**config.mk**
```make
export PLATFORM = sky130hd
export DESIGN_NAME = data_ram
export DESIGN_NICKNAME = d
export VERILOG_FILES = /design/src/rtl/data_ram.sv
export SDC_FILE = /design/constraint.sdc
export NUM_CORES = 1
export LEC_CHECK = 0
export CORE_ASPECT_RATIO = 0.9
export CORE_MARGIN = 1
export CORE_UTILIZATION = 58
export CTS_BUF_LIST = sky130_fd_sc_hd__clkbuf_4 sky130_fd_sc_hd__clkbuf_8
export DETAILED_ROUTE_END_ITERATION = 7
export GPL_ROUTABILITY_DRIVEN = 1
export HOLD_SLACK_MARGIN = 0.15
export PLACE_DENSITY_LB_ADDON = 0.12
export SLEW_MARGIN = 20
export SYNTH_ARGS = -nofsm -noshare
export SYNTH_HDL_FRONTEND = slang
export SYNTH_SLANG_ARGS = --single-unit
```
**constraint.sdc**
```tcl
create_clock -name clk -period 2.61 [get_ports clk]
set_input_delay 0.522 -clock clk [delete_from_list [all_inputs] [get_ports clk]]
set_output_delay 0.522 -clock clk [all_outputs]
set_load 0.005 [all_outputs]
```
**src/rtl/data_ram.sv**
```systemverilog
// data_ram: 16 x 32-bit flop-based data memory behind a three-state
// request/response handshake (IDLE -> ACCESS -> RESP -> IDLE).
//
// Ports
//   clk      in   1   rising-edge clock
//   rst_n    in   1   asynchronous active-low reset
//   req      in   1   access request, sampled only in IDLE
//   rw       in   1   0 = read, 1 = write
//   addr     in  16   word address, valid 0..15
//   wdata    in  32   store data for writes
//   rdata    out 32   registered read data
//   ack      out  1   one-cycle completion pulse (RESP cycle)
//   busy     out  1   high in ACCESS and RESP
//   addr_err out  1   out-of-range flag, valid only with ack
module data_ram (
  input  logic        clk,
  input  logic        rst_n,
  input  logic        req,
  input  logic        rw,
  input  logic [15:0] addr,
  input  logic [31:0] wdata,
  output logic [31:0] rdata,
  output logic        ack,
  output logic        busy,
  output logic        addr_err
);

  localparam int unsigned AW    = 16;
  localparam int unsigned DW    = 32;
  localparam int unsigned DEPTH = 16;
  localparam int unsigned IW    = 4;

  typedef enum logic [1:0] {
    IDLE   = 2'd0,
    ACCESS = 2'd1,
    RESP   = 2'd2
  } state_t;

  // Request fields captured on acceptance so later input changes are ignored.
  typedef struct packed {
    logic          rw;
    logic [AW-1:0] addr;
    logic [DW-1:0] wdata;
  } req_t;

  state_t        state_q, state_d;
  req_t          req_q, req_d;
  logic [DW-1:0] mem_q [DEPTH];
  logic [DW-1:0] mem_d [DEPTH];
  logic [DW-1:0] rdata_q, rdata_d;
  logic          ack_q, ack_d;
  logic          busy_q, busy_d;
  logic          addr_err_q, addr_err_d;

  logic [IW-1:0] idx;
  logic          out_of_range;

  assign idx          = req_q.addr[IW-1:0];
  assign out_of_range = (req_q.addr[AW-1:IW] != '0);

  // State, captured request, storage and registered outputs.
  always_ff @(posedge clk or negedge rst_n) begin
    if (!rst_n) begin
      state_q    <= IDLE;
      req_q      <= '0;
      rdata_q    <= '0;
      ack_q      <= 1'b0;
      busy_q     <= 1'b0;
      addr_err_q <= 1'b0;
      for (int i = 0; i < DEPTH; i++) begin
        mem_q[i] <= '0;
      end
    end else begin
      state_q    <= state_d;
      req_q      <= req_d;
      rdata_q    <= rdata_d;
      ack_q      <= ack_d;
      busy_q     <= busy_d;
      addr_err_q <= addr_err_d;
      for (int i = 0; i < DEPTH; i++) begin
        mem_q[i] <= mem_d[i];
      end
    end
  end

  // Next-state, access and output decode.
  always_comb begin
    state_d = state_q;
    req_d   = req_q;
    rdata_d = rdata_q;
    for (int i = 0; i < DEPTH; i++) begin
      mem_d[i] = mem_q[i];
    end

    case (state_q)
      IDLE: begin
        if (req) begin
          state_d     = ACCESS;
          req_d.rw    = rw;
          req_d.addr  = addr;
          req_d.wdata = wdata;
        end
      end
      ACCESS: begin
        state_d = RESP;
        if (!out_of_range) begin
          if (req_q.rw) begin
            mem_d[idx] = req_q.wdata;
          end else begin
            rdata_d = mem_q[idx];
          end
        end else if (!req_q.rw) begin
          rdata_d = '0;
        end
      end
      RESP: begin
        state_d = IDLE;
      end
      default: begin
        state_d = IDLE;
      end
    endcase

    // Outputs are registered from the upcoming state so they align with it.
    busy_d     = (state_d != IDLE);
    ack_d      = (state_d == RESP);
    addr_err_d = (state_d == RESP) && (state_q == ACCESS) && out_of_range;
  end

  assign rdata    = rdata_q;
  assign ack      = ack_q;
  assign busy     = busy_q;
  assign addr_err = addr_err_q;

endmodule

```
---- After elaboration in Yosys (flattened, before gate mapping) ----
Index checks and enable logic that the tools add are counted.
W data, S select, Z words.
word-level totals
  logic and storage cells ................. 51
  bits in registers ....................... 598
  input port bits ......................... 52
  output and inout bits ................... 35
cells by class
  reduce and logical (&&, ||, !) cells .... 9
  $lt $le $gt $ge ......................... 2
  mux-type cells .......................... 11
  bitwise gates (word level) .............. 3
  equality and inequality tests ........... 2
operators with widths
  kind                  count
  $bwmux W512           1
  $mux W32              6
  $bmux W32 S4          1
  $demux W32 S4         1
  $reduce_bool A12 Y1   1
  $ge A5 B5 Y1 const B  1
  $lt A5 B1 Y1 const B  1
  $not A4 Y5            1
  $pmux W2 S2           1
  $reduce_and A2 Y1     2
  $logic_and A1 B1 Y1   3
  $reduce_and A3 Y1     1
  $eq A2 B1 Y1 const B  1
  $eq A2 B2 Y1 const B  1
  $logic_not A2 Y1      1
  $mux W2               1
  $not A1 Y1            2
  $reduce_bool A2 Y1    1

---- Logic depth before layout (Yosys ltp) ----
Gate-level depths: netlist (run 1).
  depth in word-level cells ............... 6
  gate-level depth with buffers ........... 7
  depth with buffers taken out ............ 5

---- Worst setup path after synthesis (run 1) ----
Ideal clock, no wire load.
  kind .................................... flip-flop to flip-flop
  from .................................... register req_q[41] (netlist bit)
  to ...................................... register mem_q[385] (netlist bit)
  buffers on the path ..................... 2
  clock period less this slack ............ 2.552 ns
  data required time ...................... 2.485 ns
  stages on the path, launching flop included .. 7
  slack ................................... 0.058 ns
  library setup time ...................... 0.125 ns
  arrival ................................. 2.427 ns
  cell sequence ........................... dfrtp_1 or4_1 or4_1 buf_6 nor4_4 buf_6 mux2_4
on the way
  word-level cells in the longest chain between the ends .. 3
ends and longest elaborated chain
  element                        RTL line  RTL
  start, declared                47        req_t req_q, req_d;
  start signal, assigned         75        req_q <= req_d;
  $reduce_bool A12 Y1            59        assign out_of_range = (req_q.addr[AW-1:IW] != '0);
  $not A1 Y1 (no line)           --
  $reduce_and A3 Y1 (no line)    --
  end signal, assigned by index  81        mem_q[i] <= mem_d[i];
  end, declared                  48        logic [DW-1:0] mem_q [DEPTH];
Every way passes these cells.
A chain may end at the register's enable or synchronous reset.

---- Worst setup path after layout (run 1) ----
  from .................................... register req_q[38] (netlist bit)
  to ...................................... register mem_q[446] (netlist bit)
Same word-level chain as after synthesis.

==> results of run 1 <==
synth_stat cells, drive strengths merged, types with 2 or more instances:
master,count
dfrtp,597
nand2,35
nand4,2
nand3,6
mux2i,64
nor4,4
buf,60
nor3,6
inv,2
clkbuf,75
o221ai,32
mux2,560
nand2b,4
nor2,5
mux4,128
or4,3
nor2b,3
sequential cells by signal, summed over array words and instances, names as in the netlist:
| name | cells |
|---|---|
| ack | 1 |
| req_q | 45 |
| state_q | 1 |
| rdata | 32 |
| busy | 1 |
| idx | 4 |
| addr_err | 1 |
| mem_q | 512 |
timing repair:
item	in CTS	in global routing
buffers inserted	13	2
gates cloned	7	8
setup endpoints to repair	256	288
resized for setup	34	136
hold buffers	1	0
pin swaps	6	2
endpoints found under the hold margin	298	0
routing by layer:
layer  share of wire (%)  global-route usage, %
met5                   0                      0
met2                  47                   42.1
met3                 4.9                   5.91
met1                  46                   39.8
met4                 2.2                   8.99
power by group through the flow:
| stage | Clock, mW | Combinational (mW) | Sequential (mW) |
|---|---|---|---|
| 6_report | 8.73 | 2.04 | 10.2 |
| 3_3_place_gp | 0 | 2.04 | 10.3 |
| 2_1_floorplan | 0 | 1.62 | 9.82 |
| 3_5_place_dp | 0 | 2.05 | 10.3 |
| 4_1_cts | 8.87 | 2.06 | 10.2 |
| 5_1_grt | 9.31 | 2.18 | 10.3 |
cells by family (layout without fill, tap and decap cells):
| group | after synthesis | in the layout | synth area share, % |
|---|---|---|---|
| muxes | 752 | 752 | 38.0 |
| DFF | 597 | 597 | 56.4 |
| buffers and inverters | 137 | 369 | 2.70 |
| and+or+nand+nor | 74 | 74 | 1.80 |
| AOI/OAI and AO/OA | 34 | 34 | 1.10 |
final timing paths:
kind,end,slack (ps),cells after the start
max,mem_q[446]$_DFFE_PN0P_,-90,7
min,mem_q[195]$_DFFE_PN0P_,330,2
max reg2reg,mem_q[446]$_DFFE_PN0P_,-90,7
min reg2reg,mem_q[307]$_DFFE_PN0P_,480,1
max in group asynchronous,mem_q[28]$_DFFE_PN0P_,1320,4
min in group clk,req_q[26]$_DFFE_PN0P_,440,2
per-stage QoR:
| stage | hold slack (ps) | TNS, ps | utilization [%] |
|---|---|---|---|
| final | 330 | -3500 | 71.0 |
| after global routing | 327 | -7130 | 71.0 |
| after CTS | 301 | -1130 | 69.5 |
| after detailed placement | 428 | -28960 | 63.8 |
| after global placement | 430 | -23240 | 63.8 |
| after floorplan | 226 | 0 | - |
final cells by class:
class / instances / area, sq um / share of cell area (%)
multi-input combinational: 860 / 11300 / 35.8
timing repair buffer: 194 / 2480 / 7.83
clock buffer: 153 / 1910 / 6.03
clock inverter: 20 / 208 / 0.657
inverter: 2 / 7.51 / 0.0237
sequential: 597 / 15000 / 47.3
tap: 600 / 751 / 2.37
==> run metrics, run 1 <==
final std cells w/o fill 2426; Synth Area per Inst 16.6 sq um; total number of vias 14841; sw frac 26.6%; area of the mapped netlist 26500 sq um; maximum buffer depth of the clock tree 3; Iter 0 DRT Violations 1165; fmax 0.370 GHz; Initial Utilization 59.4%; vias in the first global route 15873; crit-path cells or4_4, or4_4, buf_12, nor4_4, buf_6, clkbuf_16, mux2_4; filler cell count 2930; Final Cell Area 31600 sq um; Max IR drop VDD 0.000533 V; largest net degree at the start of global routing 117; Worst setup EP type register; core box area 44600 sq um; # setup viols final 103; grt total ovfl 0; WP data arrival 3260 ps; Die X 227 um; CTS tree yes; Int Pwr 15.4 mW; slowest cell delay on critical path 560 ps; CP startpoint req_q[38]$_DFFE_PN0P_; Main synth FF type dfrtp_1; placed inst area 28500 sq um; Synth area leader dfrtp_1; most frequent cells in the layout dfrtp_1 (594), mux2_2 (362), mux2_4 (182), mux4_2 (128), clkbuf_8 (121); row count 73; vias per std cell 6.12; clock slew at reported path FFs 60 ps; area share of the largest cell type after synthesis 56.4%; top cells by area, synth dfrtp_1 (56%), mux2_2 (20%), mux4_2 (11%); violated checks negative setup slack; maxcap violations 0; period utilization 103%; Pre-antenna DRT Iters 7; DRC violation count after routing 0; Crit path required time 3170 ps; # port buffers 86; layout cells sized above 1 53.5%; worst rel slew slack 44.5%; sequential share of the synthesized area 56.4%; gpl congestion 0.744; Skew-Pair Late Insertion Delay 690 ps; height of the die 205 um; max-slew violations 0; synth warn 0; syn_nets 1646; Wirelength per Cell 25.8 um; CP Max Fanout 8; Final min period 2700 ps; status complete, but fails checks; power share of the clock group 41.6%; Design Power 21.0 mW; commonest non-fill, non-tap cell in the layout dfrtp_1; I/O pin cnt 87; clk_skew 23.6 ps; final worst setup slack -90.4 ps; startpoint class of the critical path register; Seq pwr share 48.7%; cell repeated most along the worst path or4_4; Sw Pwr 5.58 mW; Hold Crit Class in -> async; Worst path top cell family by delay simple AND/OR/NAND/NOR gates; Critical R2R Launch req_q[38]$_DFFE_PN0P_; Synth Instances 1594; PD cells 664 nW/um^2; slowest CP cell or4_4; Worst Setup Path Type reg -> reg; pre-CTS worst setup slack -154 ps; GRT Util Overall 27.6%; Root Buffer clkbuf_8; Post-synth EDFFs 0; fin nets 1803; library cells used by synthesis 31; # placed instances 2226; final antenna diode count 0; Final Hold Viols 0; Buffers & Inverters on Critical Path 3; full die area 46500 sq um; initial antenna violation count 0; total wire length 62600 um; Tightest Pin Transition 833 ps; leak pwr 15.1 nW; RSZ-0062 raised after global routing true; Post-synth ARST share 100%; clk sinks 597; Gate power share 9.7%; CTS Buf Count 96; DPL Wire Length 34300 um; Synth Register Bits 597; synth-to-layout area growth 19.5%; DRT antenna net count 0; H-tree depth 3; first-pass GRT wire length 95600 um
(Power assumes the default switching activity.)
==> run 2: changes to the inputs <==
CORE_UTILIZATION = 30   (was 58)
==> run metrics, run 2 (same netlist as run 1, synthesis figures left out) <==
DPL Wire Length 42000 um; core box area 86700 sq um; height of the die 284 um; Largest Register mem_q; max-slew violations 0; DRT antenna net count 0; filler cell count 7930; WP data arrival 3350 ps; Pre-antenna DRT Iters 7; Initial Utilization 30.6%; clock slew at reported path FFs 60 ps; largest net degree at the start of global routing 94; CP Max Fanout 8; most frequent cells in the layout dfrtp_1 (594), mux2_2 (312), mux2_4 (246), clkbuf_8 (134), mux4_2 (128); violated checks design-rule violations, negative setup slack; final worst setup slack -129 ps; Design Power 22.0 mW; Tightest Pin Transition 810 ps; DRC violation count after routing 4; slowest cell delay on critical path 560 ps; clk_skew 28.1 ps; clk sinks 597; # port buffers 86; Final Hold Viols 0; commonest non-fill, non-tap cell in the layout dfrtp_1; total number of vias 14956; Max IR drop VDD 0.000440 V; maximum buffer depth of the clock tree 3; fin nets 1856; crit-path cells or4_4, or4_4, buf_12, nor4_4, buf_4, buf_8, buf_12, mux2_4; first-pass GRT wire length 113000 um; period utilization 105%; status complete, but fails checks; Crit path required time 3220 ps; fmax 0.365 GHz; vias per std cell 4.93; PD cells 656 nW/um^2; # setup viols final 134; leak pwr 15.6 nW; synth-to-layout area growth 26.6%; row count 102; Worst setup EP type register; Skew-Pair Late Insertion Delay 740 ps; CTS tree yes; slowest CP cell or4_4; gpl congestion 0.703; Wirelength per Cell 25.7 um; I/O pin cnt 87; worst rel slew slack 46.0%; grt total ovfl 0; Buffers & Inverters on Critical Path 4; Root Buffer clkbuf_8; total wire length 77900 um; setup tns final -6100 ps; H-tree depth 3; Hold Crit Class in -> async; Final min period 2740 ps; layout cells sized above 1 55.7%; RSZ-0062 raised after global routing true; maxcap violations 0; vias in the first global route 16565; CTS Buf Count 107; full die area 89400 sq um; GRT Util Overall 16.9%; initial antenna violation count 1; Iter 0 DRT Violations 636; Worst path top cell family by delay simple AND/OR/NAND/NOR gates; Die X 315 um; startpoint class of the critical path register; max reg flops 512; Worst Setup Path Type reg -> reg
run 2: cell count changes in the layout (fill, tap and decap cells not counted), sizes merged, moves of 3 or more:
cell    delta
clkinv     -3
inv        +4
buf       +34
clkbuf    +29
run 2: worst paths after layout:
kind | slack [ps] | to | cells after the start | from
worst min register to register | 490 | mem_q[301]$_DFFE_PN0P_ | 1 | mem_q[301]$_DFFE_PN0P_
worst min-delay path | 290 | req_q[8]$_DFFE_PN0P_ | 2 | rst_n
min in group clk | 390 | req_q[19]$_DFFE_PN0P_ | 2 | wdata[19]
worst max-delay path | -130 | mem_q[423]$_DFFE_PN0P_ | 8 | req_q[37]$_DFFE_PN0P_
worst max register to register | -130 | mem_q[423]$_DFFE_PN0P_ | 8 | req_q[37]$_DFFE_PN0P_
max in group asynchronous | 1380 | idx[0]$_DFFE_PN0P_ | 3 | rst_n
run 2: worst register-to-register path, delay by kind of cell (launching register included):
family | cells | cell delay [ps]
and+or+nand+nor | 3 | 1280
DFF | 1 | 370
muxes | 1 | 330
buffers and inverters | 4 | 630
run 2: layer usage:
metal,global-route usage (%),wire length (um),up-vias
met3,3.19,3070,124
li1,-,-,6407
met1,23.9,36700,8179
met2,26.6,36400,246
met5,0,0,-
met4,4.45,1690,0
run 2: where the power goes:
group          switching, mW  internal, mW  total (mW)
Sequential             0.844          9.47        10.3
Clock                   4.07          5.38        9.45
Combinational           1.20          1.03        2.23
Total                   6.11          15.9        22.0
run 2: cell type report:
type,instances,area [sq um],share of cell area (%)
multi-input cells,860,11600,34.5
clock buffers,174,2140,6.40
flip-flops and latches,597,15000,44.6
inverters,2,7.51,0.0224
repair buffers,236,3240,9.68
clock inverters,17,169,0.504
well taps,1144,1430,4.27
diodes,2,5.00,0.0149
run 2: stage by stage:
stage | instances | util (%) | area, sq um | worst slack [ps] | hold slack, ps
finish | 3032 | 38.7 | 33500 | -129 | 292
global route | 3032 | 38.7 | 33500 | -202 | 281
CTS | 3008 | 37.4 | 32400 | -86.7 | 241
detailed placement | 2791 | 34.0 | 29400 | -164 | 443
global placement | 2791 | 34.0 | 29400 | -165 | 447
floorplan | 1594 | - | 26500 | 58.2 | 226
run 2: timing repair:
item                                    4_1_cts  5_1_grt
endpoints found under the setup margin      255      298
endpoints found under the hold margin       284        0
resized for setup                            90      163
pin swaps                                     3        4
hold buffers                                  1        0
gates cloned                                 11       17
buffers inserted                             14        8
==> run 3: changes to the inputs <==
CORE_UTILIZATION = 39   (was 30)
CTS_CLUSTER_SIZE = 16   (was unset)
==> run metrics, run 3 (same netlist as run 1, synthesis figures left out) <==
Worst Setup Path Type reg -> reg; # port buffers 86; Pre-antenna DRT Iters 5; worst reg2reg setup slack -110 ps; height of the die 249 um; status complete, but fails checks; Seq pwr share 47.7%; fin nets 1827; clk_skew 31.1 ps; total number of vias 14853; layout cells sized above 1 54.8%; WP data arrival 3290 ps; DRT antenna net count 0; max reg flops 512; Skew-Pair Late Insertion Delay 710 ps; period utilization 104%; power share of the clock group 42.1%; Final Hold Viols 0; most frequent cells in the layout dfrtp_1 (594), mux2_2 (328), mux2_4 (227), clkbuf_8 (135), mux4_2 (128); # setup viols final 162; hold slack 361 ps; GRT Util Overall 20.6%; initial antenna violation count 0; worst rel slew slack 52.1%; max-slew violations 0; CTS tree yes; CP Max Fanout 7; leak pwr 15.4 nW; Die X 277 um; first-pass GRT wire length 107000 um; final antenna diode count 0; CTS Buf Count 102; gpl congestion 0.721; maximum buffer depth of the clock tree 3; Largest Register mem_q; Root Buffer clkbuf_8; Wirelength per Cell 25.7 um; violated checks negative setup slack; Hold Crit Class in -> async; row count 90; fmax 0.368 GHz; full die area 68900 sq um; Iter 0 DRT Violations 974; Initial Utilization 39.4%; Final Cell Area 32600 sq um; Gate power share 10.1%; commonest non-fill, non-tap cell in the layout dfrtp_1; Crit path required time 3180 ps; core box area 67100 sq um; Tightest Pin Transition 718 ps; clock slew at reported path FFs 60 ps; final std cells w/o fill 2729; grt total ovfl 0; slowest cell delay on critical path 550 ps; sw frac 27.2%; maxcap violations 0; clk sinks 597; DPL Wire Length 38400 um; Int Pwr 15.6 mW; placed inst area 29000 sq um; Design Power 21.5 mW; crit-path cells or4_4, or4_4, buf_12, nor4_4, buf_6, buf_12, mux2_4; total wire length 70100 um; Sw Pwr 5.85 mW; synth-to-layout area growth 23.1%; # placed instances 2510; vias in the first global route 16320; Max IR drop VDD 0.000450 V; startpoint class of the critical path register; vias per std cell 5.44; DRC violation count after routing 0; PD cells 660 nW/um^2; Final min period 2720 ps; largest net degree at the start of global routing 73; pre-CTS worst setup slack -176 ps; H-tree depth 3; I/O pin cnt 87; RSZ-0062 raised after global routing true; slowest CP cell or4_4; final worst setup slack -110 ps; Worst setup EP type register
run 3: cell count changes in the layout (fill, tap and decap cells not counted), sizes merged:
| cell | previous run | this run |
|---|---|---|
| diode | 2 | 0 |
| clkbuf | 190 | 179 |
| buf | 134 | 121 |
| clkinv | 10 | 4 |
| bufinv | 2 | 0 |
| clkinvlp | 1 | 2 |
run 3: worst max-delay path, delay by kind of cell (launching register included):
family | cells | cell delay, ps
AND/OR/NAND/NOR | 3 | 1370
buffers and inverters | 3 | 540
flip-flops | 1 | 370
multiplexers | 1 | 300
run 3: final cells by class:
cell class                 instances  area, sq um
clock inverter                    10         75.1
tap                              874         1090
multi-input combinational        860        11500
clock buffer                     174         2150
sequential                       597        15000
fill                            5764        34500
timing repair buffer             212         2810
inverter                           2         7.51
run 3: power by group through the flow:
stage	sequential (mW)	clock, mW	combinational, mW
final	10.3	9.06	2.17
after global routing	10.4	9.76	2.34
after CTS	10.3	9.33	2.23
after detailed placement	10.4	0	2.21
after global placement	10.4	0	2.20
after floorplan	9.82	0	1.62
run 3: metal layers:
metal	GRT usage (%)	up-vias	routed length (um)
met5	0	-	0
met4	5.89	0	1720
li1	-	6337	-
met3	4.04	121	2880
met1	29.2	8118	32800
met2	32.2	277	32600
run 3: what timing repair did:
item,CTS,global route
hold buffers,1,0
pin swaps,9,3
endpoints found under the hold margin,39,0
cloned,13,5
buffers inserted,18,2
resized for setup,124,95
setup endpoints to repair,255,235
run 3: path summary, 6_finish.rpt:
| path | cells after the start | from | to |
|---|---|---|---|
| max in group asynchronous | 3 | rst_n | mem_q[220]$_DFFE_PN0P_ |
| worst max register to register | 7 | req_q[40]$_DFFE_PN0P_ | mem_q[406]$_DFFE_PN0P_ |
| worst min register to register | 2 | rdata[16]$_DFFE_PN0P_ | rdata[16]$_DFFE_PN0P_ |
| min in group clk | 3 | req | busy$_DFF_PN0_ |
| worst max-delay path | 7 | req_q[40]$_DFFE_PN0P_ | mem_q[406]$_DFFE_PN0P_ |
| worst min-delay path | 2 | rst_n | req_q[7]$_DFFE_PN0P_ |
run 3: metrics by stage:
stage | utilization, % | setup TNS [ps]
final | 48.5 | -6930
after global routing | 48.5 | -19870
after CTS | 47.9 | -9570
after detailed placement | 43.2 | -29050
after global placement | 43.2 | -29050
after floorplan | - | 0
